===== config.mk =====
export PLATFORM = sky130hd
export DESIGN_NAME = seq_multiplier_32
export DESIGN_NICKNAME = d
export VERILOG_FILES = /design/src/rtl/seq_multiplier_32_pkg.sv /design/src/rtl/_32bit_adder.sv /design/src/rtl/seq_multiplier_32.sv
export SDC_FILE = /design/constraint.sdc
export NUM_CORES = 1
export LEC_CHECK = 0
export CORE_MARGIN = 1.5
export CORE_UTILIZATION = 63
export CTS_CLUSTER_SIZE = 20
export DETAILED_ROUTE_END_ITERATION = 12
export PLACE_DENSITY = 0.87
export SETUP_SLACK_MARGIN = 0.2
export SLEW_MARGIN = 0
export SYNTH_ARGS = -nofsm -noshare
export SYNTH_HDL_FRONTEND = slang
export SYNTH_HIERARCHICAL = 1
export SYNTH_SLANG_ARGS = --single-unit

===== constraint.sdc =====
create_clock -name clk -period 17.2 [get_ports clk]
set_clock_uncertainty 0.1 [all_clocks]
set_input_delay 3.44 -clock clk [delete_from_list [all_inputs] [get_ports clk]]
set_output_delay 3.44 -clock clk [all_outputs]
set_load 0.005 [all_outputs]

===== src/rtl/seq_multiplier_32_pkg.sv =====
// rtl/seq_multiplier_32_pkg.sv - shared constants and state encoding for the sequential multiplier
package seq_multiplier_32_pkg;

  // Default operand width; the product is twice this wide.
  localparam int MUL_WIDTH = 32;

  // Iteration counter width; must be able to hold MUL_WIDTH.
  localparam int MUL_CNT_W = 6;

  // Controller states.
  typedef enum logic [1:0] {
    ST_IDLE = 2'd0,
    ST_RUN  = 2'd1,
    ST_FIN  = 2'd2
  } mul_state_t;

endpackage


===== src/rtl/_32bit_adder.sv =====
// rtl/_32bit_adder.sv - ripple-style W-bit adder with carry in and carry out
module _32bit_adder #(
  parameter int W = 32
) (
  input  logic [W-1:0] a,
  input  logic [W-1:0] b,
  input  logic         cin,
  output logic [W-1:0] sum,
  output logic         cout
);

  logic [W:0] total;

  // Widen by one bit so the carry out lands in the top position.
  assign total       = {1'b0, a} + {1'b0, b} + {{W{1'b0}}, cin};
  assign {cout, sum} = total;

endmodule


===== src/rtl/seq_multiplier_32.sv =====
// rtl/seq_multiplier_32.sv - multicycle shift-and-add multiplier for mult/multu into HI/LO
module seq_multiplier_32
  import seq_multiplier_32_pkg::*;
#(
  parameter int WIDTH = MUL_WIDTH,
  parameter int CNT_W = MUL_CNT_W
) (
  input  logic             clk,
  input  logic             reset,
  input  logic             start,
  input  logic             is_signed,
  input  logic [WIDTH-1:0] A,
  input  logic [WIDTH-1:0] B,
  output logic             busy,
  output logic             done,
  output logic [WIDTH-1:0] hi,
  output logic [WIDTH-1:0] lo
);

  // Count value seen during the final RUN iteration.
  localparam logic [CNT_W-1:0] LAST_COUNT = CNT_W'(WIDTH - 1);

  mul_state_t       state;
  logic [CNT_W-1:0] count;
  logic [WIDTH-1:0] mcand;
  logic [WIDTH-1:0] upper;
  logic [WIDTH-1:0] lower;
  logic             neg;

  // Negation adders: operand magnitudes in IDLE, 64-bit product negate in FIN.
  logic [WIDTH-1:0] x_a;
  logic [WIDTH-1:0] x_sum;
  logic             x_cout;
  logic [WIDTH-1:0] y_a;
  logic [WIDTH-1:0] y_sum;
  logic             y_cin;
  logic             unused_y_cout;

  // Accumulation adder used once per RUN iteration.
  logic [WIDTH-1:0] acc_b;
  logic [WIDTH-1:0] acc_sum;
  logic             acc_cout;

  logic [WIDTH-1:0] a_mag;
  logic [WIDTH-1:0] b_mag;

  // Steer the negation adders: operands while idle, the product halves in FIN.
  always_comb begin
    x_a   = ~A;
    y_a   = ~B;
    y_cin = 1'b1;
    if (state == ST_FIN) begin
      x_a   = ~lower;
      y_a   = ~upper;
      y_cin = x_cout;
    end
  end

  _32bit_adder #(.W(WIDTH)) u_neg_lo (
    .a    (x_a),
    .b    ({WIDTH{1'b0}}),
    .cin  (1'b1),
    .sum  (x_sum),
    .cout (x_cout)
  );

  _32bit_adder #(.W(WIDTH)) u_neg_hi (
    .a    (y_a),
    .b    ({WIDTH{1'b0}}),
    .cin  (y_cin),
    .sum  (y_sum),
    .cout (unused_y_cout)
  );

  // Only negative signed operands are replaced by their two's-complement magnitude.
  assign a_mag = (is_signed && A[WIDTH-1]) ? x_sum : A;
  assign b_mag = (is_signed && B[WIDTH-1]) ? y_sum : B;

  // Add the multiplicand only when the current multiplier bit is set.
  assign acc_b = lower[0] ? mcand : {WIDTH{1'b0}};

  _32bit_adder #(.W(WIDTH)) u_acc (
    .a    (upper),
    .b    (acc_b),
    .cin  (1'b0),
    .sum  (acc_sum),
    .cout (acc_cout)
  );

  // Controller and datapath registers; the adder carry is shifted straight into the upper half.
  always_ff @(posedge clk) begin
    if (reset) begin
      state <= ST_IDLE;
      busy  <= 1'b0;
      done  <= 1'b0;
      hi    <= '0;
      lo    <= '0;
      count <= '0;
      mcand <= '0;
      upper <= '0;
      lower <= '0;
      neg   <= 1'b0;
    end else begin
      done <= 1'b0;
      case (state)
        ST_IDLE: begin
          if (start) begin
            mcand <= a_mag;
            lower <= b_mag;
            upper <= '0;
            neg   <= is_signed & (A[WIDTH-1] ^ B[WIDTH-1]);
            count <= '0;
            busy  <= 1'b1;
            state <= ST_RUN;
          end else begin
            busy <= 1'b0;
          end
        end
        ST_RUN: begin
          upper <= {acc_cout, acc_sum[WIDTH-1:1]};
          lower <= {acc_sum[0], lower[WIDTH-1:1]};
          count <= count + CNT_W'(1);
          if (count == LAST_COUNT) begin
            state <= ST_FIN;
          end
        end
        ST_FIN: begin
          hi    <= neg ? y_sum : upper;
          lo    <= neg ? x_sum : lower;
          done  <= 1'b1;
          state <= ST_IDLE;
        end
        default: begin
          state <= ST_IDLE;
        end
      endcase
    end
  end

endmodule


=== After elaboration in Yosys (flattened, before gate mapping) ===
Cells that the tools add are included.

* Register bits: 171
* Bits of input ports: 68
* Output and inout port bits: 66
* Word-level logic and storage cells: 51

* $add $sub $neg: 4
* Equality and inequality tests: 5
* Muxes and demuxes: 19
* Bitwise operators: 6
* Reduce and logical (&&, ||, !) cells: 7

{| class="wikitable"
|+ Operator list
! cell !! count
|-
| 2-to-1 mux 32 bit || 9
|-
| inverter 32 bit || 4
|-
| case mux 32 bit (2 select lines) || 2
|-
| adder 32 x 1 -> 33 bit, second input constant || 1
|-
| adder 32 x 32 -> 33 bit || 1
|-
| adder 32 x 1 -> 32 bit || 1
|-
| case mux 6 bit (2 select lines) || 1
|-
| adder 6 x 1 -> 6 bit, second input constant || 1
|-
| equality test 6 x 5 -> 1 bit, second input constant || 1
|-
| 2-to-1 mux 6 bit || 1
|-
| AND reduction 2 bit || 3
|-
| 2-to-1 mux 2 bit || 2
|-
| != test 2 bit, second input constant || 2
|-
| case mux 2 bit (2 select lines) || 1
|-
| 2-to-1 mux 1 bit || 3
|-
| equality test 2 x 1 -> 1 bit, second input constant || 1
|-
| equality test 2 bit, second input constant || 1
|-
| logical AND 1 bit || 2
|-
| zero test 2 bit || 1
|-
| nonzero test 2 bit || 1
|-
| bitwise AND 1 bit || 1
|-
| bitwise XOR 1 bit || 1
|}

=== Logic depth before layout (Yosys ltp) ===
* Depth in word-level cells: 8
* Gate-level depth with buffers: 27
* Mapped depth without buffers: 23

=== Cells and area by module ===
Netlist, hierarchy kept.

{| class="wikitable"
|+ Modules (own cells, without submodules)
! module !! times used !! cells each !! area each (um^2) !! seq. area each (um^2)
|-
| seq_multiplier_32 || 1 || 880 || 8186.6 || 3423.3
|-
| _32bit_adder at u_acc ... || 2 || 259 || 1854.3 || 0.0
|-
| _32bit_adder at u_neg_lo || 1 || 233 || 1691.6 || 0.0
|}

=== Worst setup path after synthesis ===
OpenSTA, ideal clock, no wires.

* Kind: input-to-reg
* Start: input port A[0]
* End: register hi[28]
* Library setup time: 0.086 ns
* Arrival: 8.171 ns
* Data required time: 17.014 ns
* Setup slack: 8.844 ns
* Cell stages on the path: 22
* Cell sequence: mux2i_1 fa_1 fa_1 a21o_1 a221o_1 a21oi_2 o21ai_2 nor2_1 o21a_1 o21ai_1 nand2b_1 fa_1 fa_1 a21oi_1 o32ai_1 o211ai_2 a21o_1 o21ai_2 a21o_1 a311oi_1 mux2i_1 a211oi_1

* Word-level cells in the longest chain between the ends: 6

{| class="wikitable"
|+ RTL lines
! item !! line !! RTL
|-
| start, declared || seq_multiplier_32.sv:12 || <nowiki>input logic [WIDTH-1:0] A,</nowiki>
|-
| inverter 32 bit || seq_multiplier_32.sv:49 || <nowiki>x_a = ~A;</nowiki>
|-
| 2-to-1 mux 32 bit || seq_multiplier_32.sv:52 || <nowiki>if (state == ST_FIN) begin</nowiki>
|-
| adder 32 x 1 -> 33 bit || _32bit_adder.sv:15 || <nowiki>assign total = {1'b0, a} + {1'b0, b} + {{W{1'b0}}, cin};</nowiki>
|-
| net x_cout || seq_multiplier_32.sv:33 || <nowiki>logic x_cout;</nowiki>
|-
| 2-to-1 mux 1 bit || seq_multiplier_32.sv:52 ||
|-
| net y_cin || seq_multiplier_32.sv:36 || <nowiki>logic y_cin;</nowiki>
|-
| adder 32 x 1 -> 32 bit || _32bit_adder.sv:15 ||
|-
| net y_sum[28] || seq_multiplier_32.sv:35 || <nowiki>logic [WIDTH-1:0] y_sum;</nowiki>
|-
| 2-to-1 mux 32 bit || seq_multiplier_32.sv:128 || <nowiki>hi <= neg ? y_sum : upper;</nowiki>
|-
| end signal, assigned || seq_multiplier_32.sv:128 ||
|-
| end, declared || seq_multiplier_32.sv:16 || <nowiki>output logic [WIDTH-1:0] hi,</nowiki>
|}

The timed path passes the listed nets, and every way through them passes these cells.
A chain may end at the register's enable or synchronous reset.

=== Worst setup path in the final report ===
* Start: input port A[0]
* End: register lower[28]

* Word-level cells in the longest chain between the ends: 8

{| class="wikitable"
|+ RTL lines
! item !! line !! RTL
|-
| inverter 32 bit || seq_multiplier_32.sv:49 ||
|-
| 2-to-1 mux 32 bit || seq_multiplier_32.sv:52 ||
|-
| net x_a[0] || seq_multiplier_32.sv:31 || <nowiki>logic [WIDTH-1:0] x_a;</nowiki>
|-
| adder 32 x 1 -> 33 bit || _32bit_adder.sv:15 ||
|-
| net x_cout || seq_multiplier_32.sv:33 ||
|-
| 2-to-1 mux 1 bit || seq_multiplier_32.sv:52 ||
|-
| net y_cin || seq_multiplier_32.sv:36 ||
|-
| adder 32 x 1 -> 32 bit || _32bit_adder.sv:15 ||
|-
| net y_sum[28] || seq_multiplier_32.sv:35 ||
|-
| 2-to-1 mux 32 bit || seq_multiplier_32.sv:77 || <nowiki>assign b_mag = (is_signed && B[WIDTH-1]) ? y_sum : B;</nowiki>
|-
| 2-to-1 mux 32 bit || seq_multiplier_32.sv:107 || <nowiki>if (start) begin</nowiki>
|-
| case mux 32 bit (2 select lines) || seq_multiplier_32.sv:105 || <nowiki>case (state)</nowiki>
|-
| end signal, assigned || seq_multiplier_32.sv:109 || <nowiki>lower <= b_mag;</nowiki>
|-
| end signal, assigned || seq_multiplier_32.sv:121 || <nowiki>lower <= {acc_sum[0], lower[WIDTH-1:1]};</nowiki>
|-
| end, declared || seq_multiplier_32.sv:27 || <nowiki>logic [WIDTH-1:0] lower;</nowiki>
|}

The timed path passes the listed nets, and every way through them passes these cells. The select of a mux whose other input is x is not followed.

==> out/metrics.yaml <==
status: "complete, no violations"
die_h_um: 150
worstPathRequired_ns: 17.40
slew_violations: 0
crit_fanout: 4
min_period_ns: 9.35
utilization: 0.742
n_antenna_cell: 0
clockBufferDepth: 2
slew_headroom: 0.185
grtUsageMet2: 0.574
netlist_instances: 1627
powerDensity_nw_per_um2: 70.5
io-pin-count: 134
grt_pass1_vias: 12400
rows: 53
final_cell_mix: "170 x dfxtp_1, 162 x mux2i_1, 151 x nor2_1, 132 x clkdlybuf4s50_1, 130 x a21oi_1"
syn-cell-area_um2: 13600
cts.sinks: 171
cts_tree: "done"
start_util: 0.643
finalHoldViolCount: 0
critPathArrivalTime_ns: 9.55
root_buffer: "clkbuf_16"
ir_drop_mv: 0.0533
use_met3: 0.0817
grt_max_degree: 78
setup_viol: 0
worst_pin_slew_ns: 1.22
cts_resized: 0
globalplace.congestion: 1.01
routed_via_density: 6.38
drtAntennaViolNets: 0
htree_levels: 4
cp-start-kind: "input port"
fmax_ghz: 0.107
ys_warn_count: 6
cts-buffers-inserted: 17
hold_buffers: 0
finalCritPeriodShare: 0.544
busiest_layer: "met2"
wl_per_cell_um: 19.9
use_met1: 0.488
worstSkewPairLatency_ns: 0.44
track_usage: 0.363
hpwl_um: 30300
path_clk_slew_ns: 0.07
core_um2: 21100
end_kind: "register"
dieArea_um2: 22400
grt_pass1_wl_um: 63900
drtIter0Drc: 936
antenna_found_initial: 0
vias: 13100
grt_setup_unrepaired: "no"
wirelength_um: 40700
die_w_um: 150
setup-tns-final_ns: 0
layout_commonest_cell: "dfxtp_1"
cts_setup_buffers: 0
layout.nets: 1928
drive_gt1_frac: 0.0496
grt_overflow_total: 0
syn-mean-instance-area_um2: 8.34
io_buffers: 133
path_class: "in2reg"
hold_class: "reg2reg"
drtPass1Iterations: 5
max_cap_viol_count: 0
syn_to_final_growth_pct: 15.3
drc_errors: 0
leakage_nw: 6.08
==> critical path, cell delays in order <==
cell	delay (ns)
clkdlybuf4s50_1	0.48
mux2i_1	0.10
fa_1	0.53
fa_1	0.43
a21o_1	0.21
a221o_1	0.40
a21oi_2	0.29
o21ai_2	0.14
nor2_1	0.11
o21a_1	0.18
o21ai_1	0.11
nand2b_1	0.21
fa_1	0.49
fa_1	0.43
a21oi_1	0.23
o32ai_1	0.15
o211ai_2	0.34
a21o_1	0.24
o21ai_2	0.12
a2111oi_0	0.46
a311oi_1	0.14
mux2i_1	0.16
o221ai_1	0.14
==> power by group <==
group | total, W | switching, W | internal (W)
clock | 0.000383 | 0.000167 | 0.000216
combinational | 0.000282 | 0.000170 | 0.000112
sequential | 0.000437 | 0.0000248 | 0.000412
total | 0.00110 | 0.000362 | 0.000740
==> state kept, by name (all words and copies together), names as in the netlist, 2 cells and up <==
signal and count:
lower 32, mcand 32, hi 32, count 6
lo 32, state 2, upper 32
==> worst paths after layout <==
check / endpoint / depth (start not counted) / slack, ns / startpoint
min: mcand[31] / 2 / 0.35 / mcand[31]
max reg2reg: hi[28] / 24 / 9.75 / state[1]
max: lower[28] / 23 / 7.85 / A[0]
min reg2reg: mcand[31] / 2 / 0.35 / mcand[31]
==> stage by stage <==
stage / total power (W) / cell area (um2) / setup slack [ns] / hold WS, ns / cells
3_5_place_dp: 0.000709 / 15100 / 7.55 / 0.345 / 2016
4_1_cts: 0.00109 / 15600 / 7.96 / 0.351 / 2048
5_1_grt: 0.00115 / 15600 / 7.54 / 0.366 / 2048
6_report: 0.00110 / 15600 / 7.85 / 0.351 / 2048
2_1_floorplan: 0.000638 / 13800 / 8.86 / 0.327 / 1693
3_3_place_gp: 0.000702 / 15100 / 7.66 / 0.334 / 2016
==> metal layers <==
| metal | wire (um) | vias to the layer above |
|---|---|---|
| met5 | 0 | - |
| met1 | 17900 | 6213 |
| met2 | 18100 | 544 |
| met4 | 1020 | 0 |
| met3 | 3670 | 73 |
| li1 | - | 6236 |
==> cell type report <==
| class | count | area, um2 |
|---|---|---|
| flip-flops and latches | 171 | 3430 |
| clock inverters | 8 | 85.1 |
| multi-input cells | 1375 | 9680 |
| well taps | 275 | 344 |
| fillers | 1661 | 5450 |
| clock buffers | 24 | 492 |
| repair buffers | 146 | 1430 |
| inverters | 49 | 184 |
Power figures use the tool's default switching activity.
